### src/rtl/seven_seg_scan_n.sv
// Time-multiplexed common-anode 7-segment scanner: per-digit glyph lanes,
// frame-boundary snapshots, leading-zero blanking and 16-level PWM dimming.

module seven_seg_lane #(
  parameter int HEX_MODE = 0
) (
  input  logic [3:0] nib,
  output logic [6:0] glyph
);
  // Active-low {g,f,e,d,c,b,a}; non-decimal codes stay dark unless hex is enabled
  always_comb begin
    glyph = 7'b1111111;
    case (nib)
      4'h0: glyph = 7'b1000000;
      4'h1: glyph = 7'b1111001;
      4'h2: glyph = 7'b0100100;
      4'h3: glyph = 7'b0110000;
      4'h4: glyph = 7'b0011001;
      4'h5: glyph = 7'b0010010;
      4'h6: glyph = 7'b0000010;
      4'h7: glyph = 7'b1111000;
      4'h8: glyph = 7'b0000000;
      4'h9: glyph = 7'b0010000;
      4'hA: if (HEX_MODE != 0) glyph = 7'b0001000;
      4'hB: if (HEX_MODE != 0) glyph = 7'b0000011;
      4'hC: if (HEX_MODE != 0) glyph = 7'b1000110;
      4'hD: if (HEX_MODE != 0) glyph = 7'b0100001;
      4'hE: if (HEX_MODE != 0) glyph = 7'b0000110;
      4'hF: if (HEX_MODE != 0) glyph = 7'b0001110;
      default: ;
    endcase
  end
endmodule

module seven_seg_scan_n #(
  parameter int NUM_DIGITS      = 4,
  parameter int DISPLAY_REFRESH = 27000,
  parameter int HEX_MODE        = 0
) (
  input  logic                    clk_i,
  input  logic                    rst_i,
  input  logic [4*NUM_DIGITS-1:0] data_i,
  input  logic [NUM_DIGITS-1:0]   dp_i,
  input  logic                    lzb_en_i,
  input  logic [3:0]              bright_i,
  output logic [NUM_DIGITS-1:0]   anode_o,
  output logic [6:0]              cathode_o,
  output logic                    dp_o,
  output logic                    frame_o
);
  localparam int CW = $clog2(DISPLAY_REFRESH);
  localparam int IW = $clog2(NUM_DIGITS);
  localparam logic [CW-1:0] DWELL_MAX = CW'(DISPLAY_REFRESH - 1);
  localparam logic [IW-1:0] IDX_MAX   = IW'(NUM_DIGITS - 1);

  logic [CW-1:0]                 dwell_cnt;
  logic [IW-1:0]                 idx;
  logic [3:0]                    pwm;
  logic [NUM_DIGITS-1:0][3:0]    snap_data;
  logic [NUM_DIGITS-1:0]         snap_dp;
  logic                          snap_lzb;
  logic                          adv, wrap;

  logic [NUM_DIGITS-1:0][6:0]    glyph;
  logic [NUM_DIGITS-1:0]         blank;
  logic                          zero_run;
  logic                          lit;
  logic [NUM_DIGITS-1:0]         anode_nxt;
  logic [6:0]                    cathode_nxt;
  logic                          dp_nxt;

  assign adv  = (dwell_cnt == '0);
  assign wrap = adv && (idx == IDX_MAX);

  genvar k;
  generate
    for (k = 0; k < NUM_DIGITS; k++) begin : g_lane
      seven_seg_lane #(.HEX_MODE(HEX_MODE)) u_lane (
        .nib   (snap_data[k]),
        .glyph (glyph[k])
      );
    end
  endgenerate

  // A digit blanks only when it and every more-significant nibble is zero
  always_comb begin
    blank    = '0;
    zero_run = 1'b1;
    for (int d = NUM_DIGITS - 1; d >= 1; d--) begin
      zero_run = zero_run && (snap_data[d] == 4'h0);
      blank[d] = snap_lzb && zero_run;
    end
  end

  always_comb begin
    lit         = (pwm <= bright_i);
    anode_nxt   = '1;
    cathode_nxt = 7'b1111111;
    dp_nxt      = 1'b1;
    if (lit && !blank[idx]) begin
      anode_nxt[idx] = 1'b0;
      cathode_nxt    = glyph[idx];
      dp_nxt         = ~snap_dp[idx];
    end
  end

  always_ff @(posedge clk_i) begin
    if (rst_i) begin
      dwell_cnt <= DWELL_MAX;
      idx       <= '0;
      pwm       <= 4'd0;
      snap_data <= '0;
      snap_dp   <= '0;
      snap_lzb  <= 1'b0;
      anode_o   <= '1;
      cathode_o <= 7'b1111111;
      dp_o      <= 1'b1;
      frame_o   <= 1'b0;
    end else begin
      pwm       <= pwm + 4'd1;
      dwell_cnt <= adv ? DWELL_MAX : dwell_cnt - CW'(1);
      if (adv) idx <= wrap ? '0 : idx + IW'(1);
      // Inputs are only sampled at the frame boundary so a frame never tears
      if (wrap) begin
        snap_data <= data_i;
        snap_dp   <= dp_i;
        snap_lzb  <= lzb_en_i;
      end
      frame_o   <= wrap;
      anode_o   <= anode_nxt;
      cathode_o <= cathode_nxt;
      dp_o      <= dp_nxt;
    end
  end
endmodule

### config.mk
export PLATFORM = sky130hd
export DESIGN_NAME = seven_seg_scan_n
export DESIGN_NICKNAME = d
export VERILOG_FILES = /design/src/rtl/seven_seg_scan_n.sv
export SDC_FILE = /design/constraint.sdc
export NUM_CORES = 1
export LEC_CHECK = 0
export BUFFER_PORTS_ARGS = -buffer_cell sky130_fd_sc_hd__clkbuf_2
export CORE_ASPECT_RATIO = 2
export CORE_MARGIN = 8
export CORE_UTILIZATION = 61
export DETAILED_ROUTE_END_ITERATION = 10
export GPL_TIMING_DRIVEN = 0
export HOLD_SLACK_MARGIN = 0.1
export PLACE_DENSITY = 0.94
export SYNTH_ARGS = -nofsm -noshare
export SYNTH_HDL_FRONTEND = slang
export SYNTH_SLANG_ARGS = --single-unit
export TNS_END_PERCENT = 50
### constraint.sdc
create_clock -name clk_i -period 5.4 [get_ports clk_i]
set_input_delay 0 -clock clk_i [delete_from_list [all_inputs] [get_ports clk_i]]
set_output_delay 0 -clock clk_i [all_outputs]
set_load 0.005 [all_outputs]
==> results.toml <==
[global_route]
antenna_found_initial = 0
overflow = 0
grt_pass1_wl_um = 11700
grt_max_degree = 20
grtUsageTotal_pct = 19.6
grt_pass1_vias = 2601

[route]
ant_nets = 0
finalWirelength_um = 7010
dr.pass1.iters = 5
drc = 0
avgRoutedWirePerCell_um = 15.2
vias = 2672
viasPerCell = 5.81
drt_iter0_markers = 168

[logic_synthesis]
synth_most_common_cell = "dfxtp_1"
synth_top_area_cell = "dfxtp_1"
yosys-top-cells-area = "dfxtp_1 39%, mux2i_1 8.9%, nor2_1 7.1%, ha_1 4.9%, nand2_1 4.1%"
async_flop_share_pct = 0
ys_ff_latch = 55
synthCells = 336
synth_top_family_by_area = "simple AND/OR/NAND/NOR gates"
synthMuxAreaShare_pct = 9.70
syn_area_per_cell_um2 = 8.37
synth_common_cells = "55 x dfxtp_1, 53 x nor2_1, 31 x nand2_1"
yosys_warnings = 0
synth-compound-area-share_pct = 15.6
ys.flop_type = "dfxtp_1"
yosysUniqueCellTypes = 43
synth_edf_count = 0
synth-seq-area-share_pct = 39.2
synthAdderAreaFrac_pct = 4.90
syn_area_mm2 = 0.00281
synth-simple-area-share_pct = 20.9
synth.top_cell.area_share_pct = 39.2
synth_nets = 374
synthXorXnorAreaFrac_pct = 4.67

[clocking]
cts_buffers = 5
post_cts_resized = 0
cts-root-buf = "clkbuf_8"
postCtsSetupBuffers = 0
clk_pin_slew_ns = 0.10
cts.path.max_buffers = 2
cts.htree.levels = 2
clk-insertion-delay-late_ns = 0.31
cts_tree = "yes"
cts_sinks = 55

[setup_path]
cp-start-kind = "register"
cp.required_ns = 5.63
critical_path_class = "reg2reg"
arrival_ns = 2.92
worst-path-max-fanout = 10
slowest_stage = "a2111oi_0"
slowest_delay_ns = 0.81
critPathCaptureType = "register"
path_cells = "buf_2 > nor4_1 > nand3_1 > a2111oi_0 > a211oi_1 > clkbuf_1 > o211ai_1"

[floorplanning]
start_util_pct = 62.3
floorplan.rows = 35
core_mm2 = 0.00451
io_pins = 40
die_w_um = 64.0
die_area_mm2 = 0.00717
die_y_um = 112

[layout]
drive_above_1_share_pct = 13.6
final_nets = 442
diodes = 0
utilization_pct = 75.1
area_growth_pct = 20.6
fill_cells = 329

[run_status]
run_status = "complete, no violations"

[place]
gp_congestion = 0.958
dp_slack_ns = 2.89
io_buffers = 39
hpwl_um = 4880

[sta]
fmax_mhz = 371
skew_ns = 0.0116
worst_pin_slew_ns = 0.835
min_period_over_period_pct = 49.9
slew_headroom_pct = 42.9
min_period_ns = 2.69
rsz0062_at_grt = "no"
slew_viol_final = 0
setup_viol = 0
fin_hold_ws_ns = 0.378
finalWorstSetupSlack_ns = 2.71
hold_viol_final = 0
setup-tns-final_ns = 0

[power]
power_density_mw_per_mm2 = 209
peakVddDrop_v = 0.000218
p_leak_nw = 1.47

[hold_path]
worstHoldPathType = "in2reg"

[run]
maxCapViolCount = 0
[timing repair]
item,in CTS,in global routing
hold endpoints to repair,31,0
setup endpoints to repair,0,0
hold buffers,22,0
[cells in the final DEF, fill, tap and decap left out, types with 3 or more instances in the layout]
cell type,n
o21ai_0,15
nor3_1,4
o211ai_1,4
nand2_1,31
o32ai_1,3
nor2b_1,7
nand2b_1,3
buf_2,3
a211oi_1,3
xor2_1,7
a2111oi_0,3
nor2_1,53
o21a_1,4
dlygate4sd3_1,22
xnor2_1,8
ha_1,11
nand3_1,7
o2111ai_1,3
o221ai_1,4
clkbuf_1,21
nor4_1,3
dfxtp_1,55
inv_1,13
clkbuf_8,5
nand4_1,3
a21oi_1,19
clkbuf_2,39
or3_1,4
mux2i_1,25
[per-stage QoR]
stage,power [W],cells,cell area [µm²]
after floorplan,0.000449,336,2810
after global placement,0.000468,430,3080
after detailed placement,0.000471,430,3080
after CTS,0.000710,460,3390
after global routing,0.000735,460,3390
final,0.000710,460,3390
[flip-flops by register name (all words and copies together) (netlist names)]
register / cells
pwm: 4
dwell_cnt: 15
snap_data: 16
snap_dp: 4
dp_o: 1
idx: 2
cathode_o: 7
snap_lzb: 1
frame_o: 1
anode_o: 4
[cells by family after synthesis]
logic type	after synthesis
adders and majority gates	11
buffers and inverters	37
and+or+nand+nor	125
AOI/OAI and AO/OA	67
DFF	55
muxes	26
xor gates and xnor gates	15
[metal layers]
layer,GRT usage (%),wire [µm],part of all wire [%]
met5,0,0,0
met4,7.95,210,3.0
met3,5.08,461,6.6
met2,35.3,3660,52
met1,20.6,2680,38
[final timing paths]
| kind | from | to | slack, ns | cells past startpoint |
|---|---|---|---|---|
| max | snap_data[8]$_SDFFE_PP0P_ | cathode_o[5]$_SDFF_PP1_ | 2.71 | 7 |
| min | bright_i[3] | cathode_o[2]$_SDFF_PP1_ | 0.38 | 7 |
| max reg2reg | snap_data[8]$_SDFFE_PP0P_ | cathode_o[5]$_SDFF_PP1_ | 2.71 | 7 |
| min reg2reg | dwell_cnt[0]$_SDFF_PP1_ | dwell_cnt[0]$_SDFF_PP1_ | 0.43 | 1 |
[layout make-up]
type,count,area (µm²),share of cell area [%]
Multi-Input combinational cell,244,1570,46.3
Sequential cell,55,1100,32.5
Timing Repair Buffer,61,415,12.3
Buffer,24,93.8,2.77
Clock buffer,5,68.8,2.03
Tap cell,55,68.8,2.03
Inverter,13,48.8,1.44
Clock inverter,3,25.0,0.738
[where the power goes]
part	switching [W]	leakage, nW	internal, W	total [W]
Combinational	0.0000255	0.980	0.0000299	0.0000554
Sequential	0.00000508	0.447	0.000414	0.000420
Clock	0.000140	0.0452	0.0000947	0.000235
[worst max-delay path: cells and delay by family (launching register included)]
| family | cells | cell delay (ns) |
|---|---|---|
| simple gates | 2 | 0.66 |
| compound gates | 3 | 1.21 |
| flops | 1 | 0.31 |
| buf+inv | 2 | 0.44 |
Note: power is estimated with default switching activity, not from simulation.
